[config.mk]
export PLATFORM = sky130hd
export DESIGN_NAME = imm_encoder
export DESIGN_NICKNAME = d
export VERILOG_FILES = /design/src/rtl/imm_pkg.sv /design/src/rtl/imm_range_check.sv /design/src/rtl/imm_encoder.sv
export SDC_FILE = /design/constraint.sdc
export NUM_CORES = 1
export LEC_CHECK = 0
export ABC_AREA = 1
export CAP_MARGIN = 0
export CORE_ASPECT_RATIO = 1.4
export CORE_UTILIZATION = 40
export DETAILED_ROUTE_END_ITERATION = 16
export GPL_ROUTABILITY_DRIVEN = 0
export PLACE_DENSITY = 0.8
export SLEW_MARGIN = 20
export SYNTH_ARGS = -nofsm -noshare
export SYNTH_HDL_FRONTEND = slang
export SYNTH_SLANG_ARGS = --single-unit
[constraint.sdc]
create_clock -name clk -period 6.6 [get_ports clk]
set_clock_uncertainty 0.1 [all_clocks]
set_input_delay 0.99 -clock clk [delete_from_list [all_inputs] [get_ports clk]]
set_output_delay 0.99 -clock clk [all_outputs]
set_load 0.005 [all_outputs]
[src/rtl/imm_pkg.sv]
// Shared immediate-format definitions: format codes, placement masks and the
// field placement used by the immediate encoder (and its extender counterpart).
package imm_pkg;

    typedef enum logic [2:0] {
        IMM_I = 3'b000,
        IMM_S = 3'b001,
        IMM_B = 3'b010,
        IMM_U = 3'b011,
        IMM_J = 3'b100
    } immsrc_t;

    localparam int FIELD_W = 25;

    localparam logic [FIELD_W-1:0] MASK_I = 25'h1FFE000;
    localparam logic [FIELD_W-1:0] MASK_S = 25'h1FC001F;
    localparam logic [FIELD_W-1:0] MASK_B = 25'h1FC001F;
    localparam logic [FIELD_W-1:0] MASK_U = 25'h1FFFFE0;
    localparam logic [FIELD_W-1:0] MASK_J = 25'h1FFFFE0;

    // Field bit k lands on instruction bit k+7.
    function automatic logic [FIELD_W-1:0] place_field(input logic [31:0] imm,
                                                       input logic [2:0]  src);
        logic [FIELD_W-1:0] f;
        f = '0;
        case (src)
            IMM_I: f[24:13] = imm[11:0];
            IMM_S: begin
                f[24:18] = imm[11:5];
                f[4:0]   = imm[4:0];
            end
            IMM_B: begin
                f[24]    = imm[12];
                f[23:18] = imm[10:5];
                f[4:1]   = imm[4:1];
                f[0]     = imm[11];
            end
            IMM_U: f[24:5] = imm[31:12];
            IMM_J: begin
                f[24]    = imm[20];
                f[23:14] = imm[10:1];
                f[13]    = imm[11];
                f[12:5]  = imm[19:12];
            end
            default: f = '0;
        endcase
        return f;
    endfunction

    function automatic logic [FIELD_W-1:0] format_mask(input logic [2:0] src);
        logic [FIELD_W-1:0] m;
        case (src)
            IMM_I:   m = MASK_I;
            IMM_S:   m = MASK_S;
            IMM_B:   m = MASK_B;
            IMM_U:   m = MASK_U;
            IMM_J:   m = MASK_J;
            default: m = '0;
        endcase
        return m;
    endfunction

endpackage

[src/rtl/imm_range_check.sv]
// Combinational representability check: flags immediates the selected format
// cannot encode, and all illegal format codes.
module imm_range_check
    import imm_pkg::*;
(
    input  logic [31:0] imm_i,
    input  logic [2:0]  immsrc_i,
    output logic        err_o
);

    logic sext12_ok;
    logic sext13_ok;
    logic sext21_ok;

    // A field of N signed bits holds the value iff every bit above N-1 equals the sign.
    assign sext12_ok = (&imm_i[31:11]) || !(|imm_i[31:11]);
    assign sext13_ok = (&imm_i[31:12]) || !(|imm_i[31:12]);
    assign sext21_ok = (&imm_i[31:20]) || !(|imm_i[31:20]);

    always_comb begin
        err_o = 1'b1;
        case (immsrc_i)
            IMM_I, IMM_S: err_o = !sext12_ok;
            IMM_B:        err_o = !sext13_ok || imm_i[0];
            IMM_U:        err_o = |imm_i[11:0];
            IMM_J:        err_o = !sext21_ok || imm_i[0];
            default:      err_o = 1'b1;
        endcase
    end

endmodule

[src/rtl/imm_encoder.sv]
// Two-stage pipelined immediate encoder: S1 registers the request and its range
// verdict, S2 registers the placed field, mask and error flag.
module imm_encoder
    import imm_pkg::*;
#(
    parameter logic [FIELD_W-1:0] RST_VAL = '0,
    parameter int                 CNT_W   = 16
) (
    input  logic               clk,
    input  logic               rst,
    input  logic               in_valid,
    output logic               in_ready,
    input  logic [31:0]        in_imm,
    input  logic [2:0]         in_immsrc,
    output logic               out_valid,
    input  logic               out_ready,
    output logic [FIELD_W-1:0] out_field,
    output logic [FIELD_W-1:0] out_mask,
    output logic               out_err,
    output logic [CNT_W-1:0]   err_cnt
);

    logic               adv;
    logic               in_err;

    logic               s1_valid_q, s1_valid_d;
    logic [31:0]        s1_imm_q,   s1_imm_d;
    logic [2:0]         s1_src_q,   s1_src_d;
    logic               s1_err_q,   s1_err_d;

    logic               s2_valid_q, s2_valid_d;
    logic [FIELD_W-1:0] s2_field_q, s2_field_d;
    logic [FIELD_W-1:0] s2_mask_q,  s2_mask_d;
    logic               s2_err_q,   s2_err_d;

    logic [CNT_W-1:0]   err_cnt_q,  err_cnt_d;

    imm_range_check u_range_check (
        .imm_i    (in_imm),
        .immsrc_i (in_immsrc),
        .err_o    (in_err)
    );

    // Whole pipe moves together; an empty or draining output slot frees it.
    assign adv      = !s2_valid_q || out_ready;
    assign in_ready = adv;

    always_comb begin
        s1_valid_d = s1_valid_q;
        s1_imm_d   = s1_imm_q;
        s1_src_d   = s1_src_q;
        s1_err_d   = s1_err_q;
        s2_valid_d = s2_valid_q;
        s2_field_d = s2_field_q;
        s2_mask_d  = s2_mask_q;
        s2_err_d   = s2_err_q;
        err_cnt_d  = err_cnt_q;

        if (adv) begin
            s1_valid_d = in_valid;
            if (in_valid) begin
                s1_imm_d = in_imm;
                s1_src_d = in_immsrc;
                s1_err_d = in_err;
            end
            s2_valid_d = s1_valid_q;
            // Bubbles leave the data registers untouched so RST_VAL persists until the first result.
            if (s1_valid_q) begin
                s2_err_d   = s1_err_q;
                s2_field_d = s1_err_q ? '0 : place_field(s1_imm_q, s1_src_q);
                s2_mask_d  = s1_err_q ? '0 : format_mask(s1_src_q);
            end
        end

        if (s2_valid_q && out_ready && s2_err_q && (err_cnt_q != {CNT_W{1'b1}})) begin
            err_cnt_d = err_cnt_q + CNT_W'(1);
        end
    end

    always_ff @(posedge clk or posedge rst) begin
        if (rst) begin
            s1_valid_q <= 1'b0;
            s1_imm_q   <= '0;
            s1_src_q   <= '0;
            s1_err_q   <= 1'b0;
            s2_valid_q <= 1'b0;
            s2_field_q <= RST_VAL;
            s2_mask_q  <= RST_VAL;
            s2_err_q   <= 1'b0;
            err_cnt_q  <= '0;
        end else begin
            s1_valid_q <= s1_valid_d;
            s1_imm_q   <= s1_imm_d;
            s1_src_q   <= s1_src_d;
            s1_err_q   <= s1_err_d;
            s2_valid_q <= s2_valid_d;
            s2_field_q <= s2_field_d;
            s2_mask_q  <= s2_mask_d;
            s2_err_q   <= s2_err_d;
            err_cnt_q  <= err_cnt_d;
        end
    end

    assign out_valid = s2_valid_q;
    assign out_field = s2_field_q;
    assign out_mask  = s2_mask_q;
    assign out_err   = s2_err_q;
    assign err_cnt   = err_cnt_q;

endmodule

==> results_dict.tcl <==
set metrics [dict create \
    die_y_um 121.0 \
    ant_nets 0 \
    met2_wirelength_mm 5.110 \
    status "complete, no violations" \
    grt_first_pass_wirelength_mm 15.99 \
    grt_pass1_vias 3426 \
    crit_type "primary input to primary output" \
    seq_area_frac_synth_pct 51.93 \
    arrival_ns 2.25 \
    drive_gt1_share_pct 7.692 \
    placed_cell_area_mm2 0.005080 \
    synth.most_common_cell "nand2_1" \
    crit_fanout 8 \
    synth_common_cells "106 x nand2_1, 84 x dfrtp_1, 60 x nor2_1, 47 x inv_1, 32 x nand3_1" \
    hpwl_mm 7.142 \
    hold_start "s1_valid_q" \
    fmax_ghz 0.2991 \
    rr_worst_depth 9 \
    r2r_setup_slack_ns 4.20 \
    dieArea_mm2 0.01053 \
    top_layer "met4" \
    first_pass_iters 4 \
    detail_route.wl_per_cell_um 14.00 \
    num_io_pins 108 \
    io_buffers 107 \
    fin_nets 594 \
    setup_viol 0 \
    numClockSinks 84 \
    via_count 3434 \
    rsz0062_at_grt "no" \
    grt_max_degree 85 \
    clk_pin_slew_ns 0.06 \
    cts-root-buf "clkbuf_16" \
    seq_area_mm2 0.002102 \
    grt_usage_pct 19.95 \
    relSlewSlack_pct 36.06 \
    r2r-start "out_valid" \
    clk_latency_ns 0.34 \
    power.density_mw_per_mm2 283.2 \
    drc 0 \
    timing.rr.end "out_field[24]" \
    syn_to_final_growth_pct 33.17 \
    wl_met1_mm 3.916 \
    hold_violations 0 \
    design.core.area_mm2 0.009846 \
    row_count 43 \
    worst_slew_pin_slew_ns 0.9557 \
    max_cap_viol_count 0 \
    netlist_top_cells_area "dfrtp_1 52%, nand2_1 9.8%, nor2_1 5.6%" \
    period_share_pct 50.66 \
    via_per_inst 4.948 \
    design_area_mm2 0.005390 \
    synth_largest_area_cell "dfrtp_1" \
    ctsHoldBuffers 0 \
    fin_tns_setup_ns 0 \
    cts_buffer_depth 2 \
    max-vdd-ir-drop_v 0.0001118 \
    cp-end-kind "primary output" \
    post-cts-setup-buffers 0 \
    cts_resized 0 \
    netlist.area_leader.share_pct 51.93 \
    antenna_found_initial 0 \
    synth-seq-cells 84 \
    fill_cells 871 \
    dr_wl_met3_um 439 \
    cts_tree "built" \
    synth_edf_count 0 \
    drv_slew 0 \
    routed_wl_mm 9.717 \
    hp-class "register to register" \
    h-tree-depth 3 \
    synth_nets 507 \
    antennaDiodeCount 0 \
    overflow 0 \
    netlist_instances 467 \
    cts_buffers 9 \
    start_kind "primary input" \
    netlist_area_mm2 0.004048 \
    hold_end "out_valid" \
    min_period_ns 3.343 \
    multiInputGateArea_mm2 0.001538 \
    die_w_um 87.02 \
    drt_iter0_markers 206 \
    hold_path_depth 2 \
    yosysUniqueCellTypes 30 \
    post_synth.cell_area_avg_um2 8.667 \
    synth_async_sr_flop_share_pct 100.0 \
    initial_core_util_pct 41.11 \
    synth_flop_cell "dfrtp_1" \
    yosysWarnings 0 \
    required_ns 5.51 \
    leakagePower_nw 2.462 \
]
-- cells in the final DEF, fill, tap and decap left out, types with 9 or more instances in the layout --
cell and n:
clkdlybuf4s50_1 107, nand2_1 106, dfrtp_1 84, nor2_1 60, inv_1 46, nand3_1 32
o21ai_0 28, mux2_2 15, a21oi_1 14, xor2_1 9, clkbuf_16 9
-- layout make-up --
class                      count  area share [%]
tap                          135           3.134
clock inverter                 7           1.509
timing repair buffer         109           20.22
sequential                    84           39.00
clock buffer                   9           4.178
multi-input combinational    301           28.53
inverter                      49           3.435
-- how the worst max path moves through the flow --
stage	slack [ns]	startpoint	end
after floorplan	3.34	rst	err_cnt[0]
after global placement	3.23	out_ready	out_field[24]
after detailed placement	3.13	out_ready	out_field[23]
after CTS	3.27	out_ready	in_ready
after global routing	3.22	out_ready	in_ready
final	3.26	out_ready	in_ready
-- metrics by stage --
stage          setup slack (ns)  hold slack [ns]  util (%)  cells  power (mW)
3_3_place_gp              3.226           0.3454     51.59    678       1.010
3_5_place_dp              3.132           0.3570     51.59    678       1.023
4_1_cts                   3.265           0.3740     54.71    694       1.539
5_1_grt                   3.221           0.3918     54.75    694       1.602
6_report                  3.257           0.3709     54.75    694       1.527
2_1_floorplan             3.345           0.3315         -    467      0.8459
-- kinds of logic after synthesis --
logic type / share of synthesized area (%)
buf+inv: 10.08
mux: 4.173
flops: 51.93
fa+ha+maj: 0.3091
compound gates: 9.366
xor+xnor: 2.813
simple gates: 21.33
-- metal layers --
metal	global-route usage, %	up-vias
li1	-	1665
met1	22.82	1645
met2	35.33	108
met3	3.537	16
met4	9.688	0
met5	0	-
-- flip-flops by register name, indices dropped and copies added, names as in the netlist --
register	cells
s1_imm_q	32
s1_err_q	1
out_field	25
out_valid	1
out_err	1
s1_valid_q	1
out_mask	4
err_cnt	16
s1_src_q	3
-- critical path: stages --
cell and delay (ns):
clkdlybuf4s50_1 0.50, nor2_1 0.08, inv_2 0.15, clkdlybuf4s50_1 0.53
-- power by group --
group          leakage [nW]  switching (mW)  internal, mW
Sequential             1.07          0.0740         0.594
Clock                 0.153           0.214         0.300
Combinational          1.24           0.150         0.195
Total                  2.46           0.438          1.09
(Power assumes the default switching activity.)
